## src/rtl/pc_fetch_unit_if.sv

```systemverilog
// Fetch-unit bus: control, redirect and instruction inputs plus PC/status outputs.
// PC_CYCLE_COUNT_EN adds o_cycle_count to both modports.
interface pc_fetch_unit_if #(
    parameter int len_addr = 32,
    parameter int len_data = 32
);
    logic                i_start;
    logic                i_step_mode;
    logic                i_step;
    logic                i_stall;
    logic                i_branch_taken;
    logic [len_addr-1:0] i_branch_addr;
    logic                i_jump;
    logic [len_addr-1:0] i_jump_addr;
    logic [len_data-1:0] i_instr;
    logic [len_addr-1:0] o_pc;
    logic [len_addr-1:0] o_pc_next;
    logic                o_fetch_en;
    logic                o_running;
    logic                o_halted;
`ifdef PC_CYCLE_COUNT_EN
    logic [len_addr-1:0] o_cycle_count;

    modport master (
        output i_start, i_step_mode, i_step, i_stall,
        output i_branch_taken, i_branch_addr, i_jump, i_jump_addr, i_instr,
        input  o_pc, o_pc_next, o_fetch_en, o_running, o_halted,
        input  o_cycle_count
    );
    modport slave (
        input  i_start, i_step_mode, i_step, i_stall,
        input  i_branch_taken, i_branch_addr, i_jump, i_jump_addr, i_instr,
        output o_pc, o_pc_next, o_fetch_en, o_running, o_halted,
        output o_cycle_count
    );
`else
    modport master (
        output i_start, i_step_mode, i_step, i_stall,
        output i_branch_taken, i_branch_addr, i_jump, i_jump_addr, i_instr,
        input  o_pc, o_pc_next, o_fetch_en, o_running, o_halted
    );
    modport slave (
        input  i_start, i_step_mode, i_step, i_stall,
        input  i_branch_taken, i_branch_addr, i_jump, i_jump_addr, i_instr,
        output o_pc, o_pc_next, o_fetch_en, o_running, o_halted
    );
`endif
endinterface

```

## src/rtl/pc_fetch_unit.sv

```systemverilog
// PC register and fetch sequencer: run/step control, redirects, stall, HALT detect.
// Define PC_CYCLE_COUNT_EN to add the issued-instruction counter o_cycle_count.
module pc_fetch_unit #(
    parameter int                  len_addr   = 32,
    parameter int                  len_data   = 32,
    parameter logic [len_addr-1:0] RESET_PC   = '0,
    parameter logic [len_data-1:0] HALT_INSTR = '1
) (
    input logic              clk,
    input logic              reset,
    pc_fetch_unit_if.slave   bus
);
    typedef enum logic [1:0] {S_IDLE, S_RUN, S_STEP, S_HALTED} state_t;

    localparam logic [len_addr-1:0] PC_ONE = {{(len_addr-1){1'b0}}, 1'b1};

    state_t              r_state;
    state_t              w_state_next;
    logic [len_addr-1:0] r_pc;
    logic [len_addr-1:0] w_pc_inc;
    logic [len_addr-1:0] w_pc_load;
    logic                w_adv;
    logic                w_issue;
    logic                w_halt;

    assign w_pc_inc = r_pc + PC_ONE;

    always_comb begin
        w_adv        = 1'b0;
        w_state_next = r_state;
        unique case (r_state)
            S_IDLE: begin
                if (bus.i_start)
                    w_state_next = bus.i_step_mode ? S_STEP : S_RUN;
            end
            S_RUN:   w_adv = 1'b1;
            S_STEP:  w_adv = bus.i_step;
            default: w_adv = 1'b0;
        endcase

        w_issue = w_adv & ~bus.i_stall;
        // A redirect in the same cycle means HALT is on the wrong path.
        w_halt  = w_issue & (bus.i_instr == HALT_INSTR)
                & ~bus.i_jump & ~bus.i_branch_taken;
        if (w_halt)
            w_state_next = S_HALTED;

        w_pc_load = r_pc;
        if (w_adv) begin
            if (bus.i_jump)
                w_pc_load = bus.i_jump_addr;
            else if (bus.i_branch_taken)
                w_pc_load = bus.i_branch_addr;
            else if (!bus.i_stall && !w_halt)
                w_pc_load = w_pc_inc;
        end
    end

    always_ff @(posedge clk) begin
        if (reset) begin
            r_state <= S_IDLE;
            r_pc    <= RESET_PC;
        end else begin
            r_state <= w_state_next;
            r_pc    <= w_pc_load;
        end
    end

    assign bus.o_pc       = r_pc;
    assign bus.o_pc_next  = w_pc_inc;
    assign bus.o_fetch_en = w_issue & ~w_halt;
    assign bus.o_running  = (r_state == S_RUN) || (r_state == S_STEP);
    assign bus.o_halted   = (r_state == S_HALTED);

`ifdef PC_CYCLE_COUNT_EN
    logic [len_addr-1:0] r_cycle_count;

    always_ff @(posedge clk) begin
        if (reset)
            r_cycle_count <= '0;
        else if (w_issue && !w_halt)
            r_cycle_count <= r_cycle_count + PC_ONE;
    end

    assign bus.o_cycle_count = r_cycle_count;
`endif
endmodule
```

## src/flat_wrapper.sv

```systemverilog
// flat-port wrapper written by rule: the top's interface ports become plain ports
module pc_fetch_unit_flat 
#(
    parameter int                  len_addr   = 32,
    parameter int                  len_data   = 32,
    parameter logic [len_addr-1:0] RESET_PC   = '0,
    parameter logic [len_data-1:0] HALT_INSTR = '1
)
  (clk, reset, bus_i_start, bus_i_step_mode, bus_i_step, bus_i_stall, bus_i_branch_taken, bus_i_branch_addr, bus_i_jump, bus_i_jump_addr, bus_i_instr, bus_o_pc, bus_o_pc_next, bus_o_fetch_en, bus_o_running, bus_o_halted);
  pc_fetch_unit_if #(.len_addr(len_addr), .len_data(len_data)) bus_i ();
  input logic clk;
  input logic reset;
  input wire logic [$bits(bus_i.i_start)-1:0] bus_i_start;
  input wire logic [$bits(bus_i.i_step_mode)-1:0] bus_i_step_mode;
  input wire logic [$bits(bus_i.i_step)-1:0] bus_i_step;
  input wire logic [$bits(bus_i.i_stall)-1:0] bus_i_stall;
  input wire logic [$bits(bus_i.i_branch_taken)-1:0] bus_i_branch_taken;
  input wire logic [$bits(bus_i.i_branch_addr)-1:0] bus_i_branch_addr;
  input wire logic [$bits(bus_i.i_jump)-1:0] bus_i_jump;
  input wire logic [$bits(bus_i.i_jump_addr)-1:0] bus_i_jump_addr;
  input wire logic [$bits(bus_i.i_instr)-1:0] bus_i_instr;
  output wire logic [$bits(bus_i.o_pc)-1:0] bus_o_pc;
  output wire logic [$bits(bus_i.o_pc_next)-1:0] bus_o_pc_next;
  output wire logic [$bits(bus_i.o_fetch_en)-1:0] bus_o_fetch_en;
  output wire logic [$bits(bus_i.o_running)-1:0] bus_o_running;
  output wire logic [$bits(bus_i.o_halted)-1:0] bus_o_halted;
  assign bus_i.i_start = bus_i_start;
  assign bus_i.i_step_mode = bus_i_step_mode;
  assign bus_i.i_step = bus_i_step;
  assign bus_i.i_stall = bus_i_stall;
  assign bus_i.i_branch_taken = bus_i_branch_taken;
  assign bus_i.i_branch_addr = bus_i_branch_addr;
  assign bus_i.i_jump = bus_i_jump;
  assign bus_i.i_jump_addr = bus_i_jump_addr;
  assign bus_i.i_instr = bus_i_instr;
  assign bus_o_pc = bus_i.o_pc;
  assign bus_o_pc_next = bus_i.o_pc_next;
  assign bus_o_fetch_en = bus_i.o_fetch_en;
  assign bus_o_running = bus_i.o_running;
  assign bus_o_halted = bus_i.o_halted;
  pc_fetch_unit #(.len_addr(len_addr), .len_data(len_data), .RESET_PC(RESET_PC), .HALT_INSTR(HALT_INSTR)) u_core (.clk(clk), .reset(reset), .bus(bus_i));
endmodule
```

## config.mk

```make
export PLATFORM = sky130hd
export DESIGN_NAME = pc_fetch_unit_flat
export DESIGN_NICKNAME = d
export VERILOG_FILES = /design/src/rtl/pc_fetch_unit_if.sv /design/src/rtl/pc_fetch_unit.sv /design/src/flat_wrapper.sv
export SDC_FILE = /design/constraint.sdc
export NUM_CORES = 1
export LEC_CHECK = 0
export ABC_AREA = 1
export CAP_MARGIN = 25
export CELL_PAD_IN_SITES_DETAIL_PLACEMENT = 0
export CELL_PAD_IN_SITES_GLOBAL_PLACEMENT = 1
export CORE_ASPECT_RATIO = 1.5
export CORE_MARGIN = 4
export CORE_UTILIZATION = 23
export DETAILED_ROUTE_END_ITERATION = 10
export PLACE_DENSITY_LB_ADDON = 0.1
export SYNTH_ARGS = -nofsm -noshare
export SYNTH_HDL_FRONTEND = slang
export SYNTH_SLANG_ARGS = --single-unit
```

## constraint.sdc

```tcl
create_clock -name clk -period 2.13 [get_ports clk]
set_clock_uncertainty 0.15 [all_clocks]
set_input_delay 0.639 -clock clk [delete_from_list [all_inputs] [get_ports clk]]
set_output_delay 0.639 -clock clk [all_outputs]
set_load 0.005 [all_outputs]
```

==> results.toml <==
[placement]
io_buffer_count = 170
gp_congestion = 0.838
dp_hpwl_microns = 12100
placed_cell_area_sq_um = 5960
dpl_worst_slack_ns = -0.854

[finish]
final_nets = 1074
nFillCells = 1496
multi_input_area_sq_um = 2970
final_area_sq_um = 7420
syn_to_final_growth_pct = 121
diodes = 0
drive_above_1_share_pct = 42.4
final_common_cell = "nand2_1"
regArea_sq_um = 732
mostFrequentLayoutCells = "nand2_1 (157), nor2_1 (122), buf_4 (118), clkdlybuf4s50_1 (95)"

[routing]
first_iter_violations = 141
routed_via_density = 4.44
drc = 0
drt_wl_total_microns = 16600
antenna_left = 0
wl_per_cell_microns = 14.3
via_count = 5139
drtPass1Iterations = 4

[sta]
tightestPinTransition_ns = 0.616
tns_ns = -9.51
slew_violations = 0
slew_headroom_pct = 58.9
period_minus_slack_ns = 2.55
min_period_over_period_pct = 120
final-setup-viol-count = 31
final.setup.worst_slack_ns = -0.417
hold_viol_final = 0
rsz0062_at_grt = "true"
fmax_mhz = 393

[critical_path]
crit_path_start_kind = "register"
r2r-start = "u_core.bus.o_pc[1]"
path_cells = "ha_4 > inv_4 > nor2_4 > nand2_4 > buf_6 > nor2_4 > nand2_1 > nand2_1 > nand2_1 > buf_2"
crit_top_cell = "nand2_1"
worstPathMaxFanout = 6
critPathArrivalTime_ns = 1.76
crit_buf_inv = 3
path_delay_family = "simple AND/OR/NAND/NOR gates"
crit_type = "register to output pin"
critPathRequiredTime_ns = 1.34
cp-end-kind = "output pin"
r2r_setup_slack_ns = -0.25
worst_r2r_endpoint = "u_core.bus.o_pc[31]"
worstRegToRegCells = 19
slowest_stage = "dfxtp_4"
cpPeakStageDelay_ns = 0.36

[clock_tree]
numCtsBuffers = 5
htree_levels = 2
clock_sinks = 34
cts_root_buffer = "clkbuf_16"
insertion_delay_ns = 0.28
tritoncts = "done"
path_clk_slew_ns = 0.06
cts-hold-fix-buffers = 0
ctsLongestPathBuffers = 2

[synth]
yosys-top-cells-area = "nand2_1 (25%), dfxtp_1 (20%), nor2_1 (16%), nand3_1 (7.7%), inv_1 (6.8%)"
syn_area_sq_um = 3360
synth_compound_area_share_pct = 9.79
synth_xor_area_share_pct = 1.30
synth_seq_area_share_pct = 20.2
synth_top_area_share_pct = 24.8
syn-num-nets = 748
synth_top_family_by_area = "simple AND/OR/NAND/NOR gates"
synthMuxAreaShare_pct = 0
syn_area_per_cell_sq_um = 5.26
synth_seq_cells = 34
yosysUniqueCellTypes = 28
ys_warn_count = 0
synthAdderAreaFrac_pct = 1.86
synth-simple-area-share_pct = 56.3
synthCells = 639
synth_top_area_cell = "nand2_1"

[worst_hold_path]
min_path_type = "register to register"
whs_endpoint = "u_core.bus.o_pc[8]"
hold_start = "u_core.bus.o_pc[8]"
holdPathStages = 3

[die]
coreArea_sq_um = 14200
start_util_pct = 23.7
die-area_sq_um = 16700
die_w_microns = 107
fp.dieH_microns = 156
num_rows = 53
io_pins = 171

[global_routing]
gr-total-overflow = 0
grt_pass1_vias = 5431
grt_pass1_wl_microns = 26000
grt_max_degree = 58
grt_usage_pct = 19.5
antenna_found_initial = 0

[power_and_ir_drop]
peakVddDrop_mv = 0.259
leakage_uw = 0.00360
power_density_nw_per_um2 = 357
p_switching_uw = 843
p_comb_share_pct = 42.8
power.internal_uw = 1810
swShare_pct = 31.8
power_frac_seq_pct = 28.6
p_clk_share_pct = 28.6

[status]
violations = "setup timing"
status = "complete, but fails checks"

[flow_run]
drv_cap = 0
==> layout make-up <==
| class | count | area share (%) |
|---|---|---|
| clock buffer | 7 | 1.92 |
| timing repair buffer | 341 | 41.4 |
| tap | 192 | 3.24 |
| sequential | 34 | 9.87 |
| clock inverter | 1 | 0.0675 |
| inverter | 63 | 3.42 |
| multi-input combinational | 520 | 40.0 |
==> Yosys cell counts <==
| cell | n |
|---|---|
| a21oi_1 | 25 |
| nand3_1 | 52 |
| clkbuf_1 | 10 |
| nor2_4 | 9 |
| buf_6 | 3 |
| nand2_2 | 5 |
| buf_2 | 7 |
| xnor2_1 | 5 |
| clkinv_1 | 1 |
| dfxtp_1 | 34 |
| o21ai_1 | 15 |
| a22oi_1 | 1 |
| inv_1 | 61 |
| nand2_1 | 222 |
| o21bai_1 | 4 |
| clkinv_2 | 1 |
| nor2_1 | 145 |
| ha_1 | 5 |
| a31oi_1 | 3 |
| nand3b_1 | 5 |
| nand4_1 | 1 |
| or2_2 | 1 |
| nor2_2 | 3 |
| nand3_2 | 1 |
| buf_1 | 2 |
| nand2_4 | 4 |
| o21a_1 | 1 |
| o21ai_0 | 13 |
==> state kept, by name, indices dropped and copies added, names as in the netlist <==
name             cells
u_core.bus.o_pc     32
u_core.r_state       2
==> cells by family after synthesis <==
kind of cell / count (synthesis)
simple gates: 448
fa+ha+maj: 5
compound gates: 62
xor+xnor: 5
buf+inv: 85
flops: 34
==> routing by layer <==
layer | share of wire [%] | global-route usage, % | wire length (microns)
met1 | 36 | 19.5 | 5990
met2 | 56 | 39.3 | 9320
met3 | 4.9 | 3.77 | 810
met4 | 2.8 | 6.03 | 469
met5 | 0 | 0 | 0
==> worst max-delay path by stage <==
| stage | start | to | slack [ns] | cells past startpoint |
|---|---|---|---|---|
| global route | u_core.bus.o_pc[1] | bus_o_pc_next[23] | -0.51 | 10 |
| finish | u_core.bus.o_pc[1] | bus_o_pc_next[28] | -0.42 | 10 |
| floorplan | bus_i_branch_taken | bus_o_fetch_en | 0.008 | 8 |
| CTS | u_core.bus.o_pc[1] | bus_o_pc_next[25] | -0.45 | 11 |
| detailed placement | bus_i_instr[22] | bus_o_fetch_en | -0.85 | 9 |
| global placement | bus_i_instr[19] | bus_o_fetch_en | -0.84 | 9 |
==> per-stage QoR <==
| stage | hold slack, ns | cells | total power (uW) | util [%] |
|---|---|---|---|---|
| after detailed placement | 0.442 | 1076 | 1770 | 42.0 |
| after global placement | 0.426 | 1076 | 1760 | 42.0 |
| after CTS | 0.481 | 1161 | 2640 | 50.2 |
| after floorplan | 0.338 | 639 | 1110 | - |
| final | 0.484 | 1158 | 2650 | 52.3 |
| after global routing | 0.535 | 1158 | 2820 | 52.3 |
==> power by group through the flow <==
stage,combinational (uW),sequential [uW],clock (uW)
2_1_floorplan,345,768,0
3_3_place_gp,1010,756,0
3_5_place_dp,1010,756,0
4_1_cts,1090,757,792
5_1_grt,1250,766,804
6_report,1130,759,758
==> repair_timing <==
item,CTS,global route
pin swaps,96,89
buffers inserted,81,25
resized for setup,338,158
gates cloned,2,0
endpoints found under the setup margin,73,38
==> tightest hold or removal path: cells and delay by family, from the launching register on <==
family                 cells  cell delay [ns]
flip-flops                 1             0.37
buffers and inverters      1             0.11
AO/OA/AOI/OAI              1             0.06
AND/OR/NAND/NOR            1             0.06
Power figures use the tool's default switching activity.
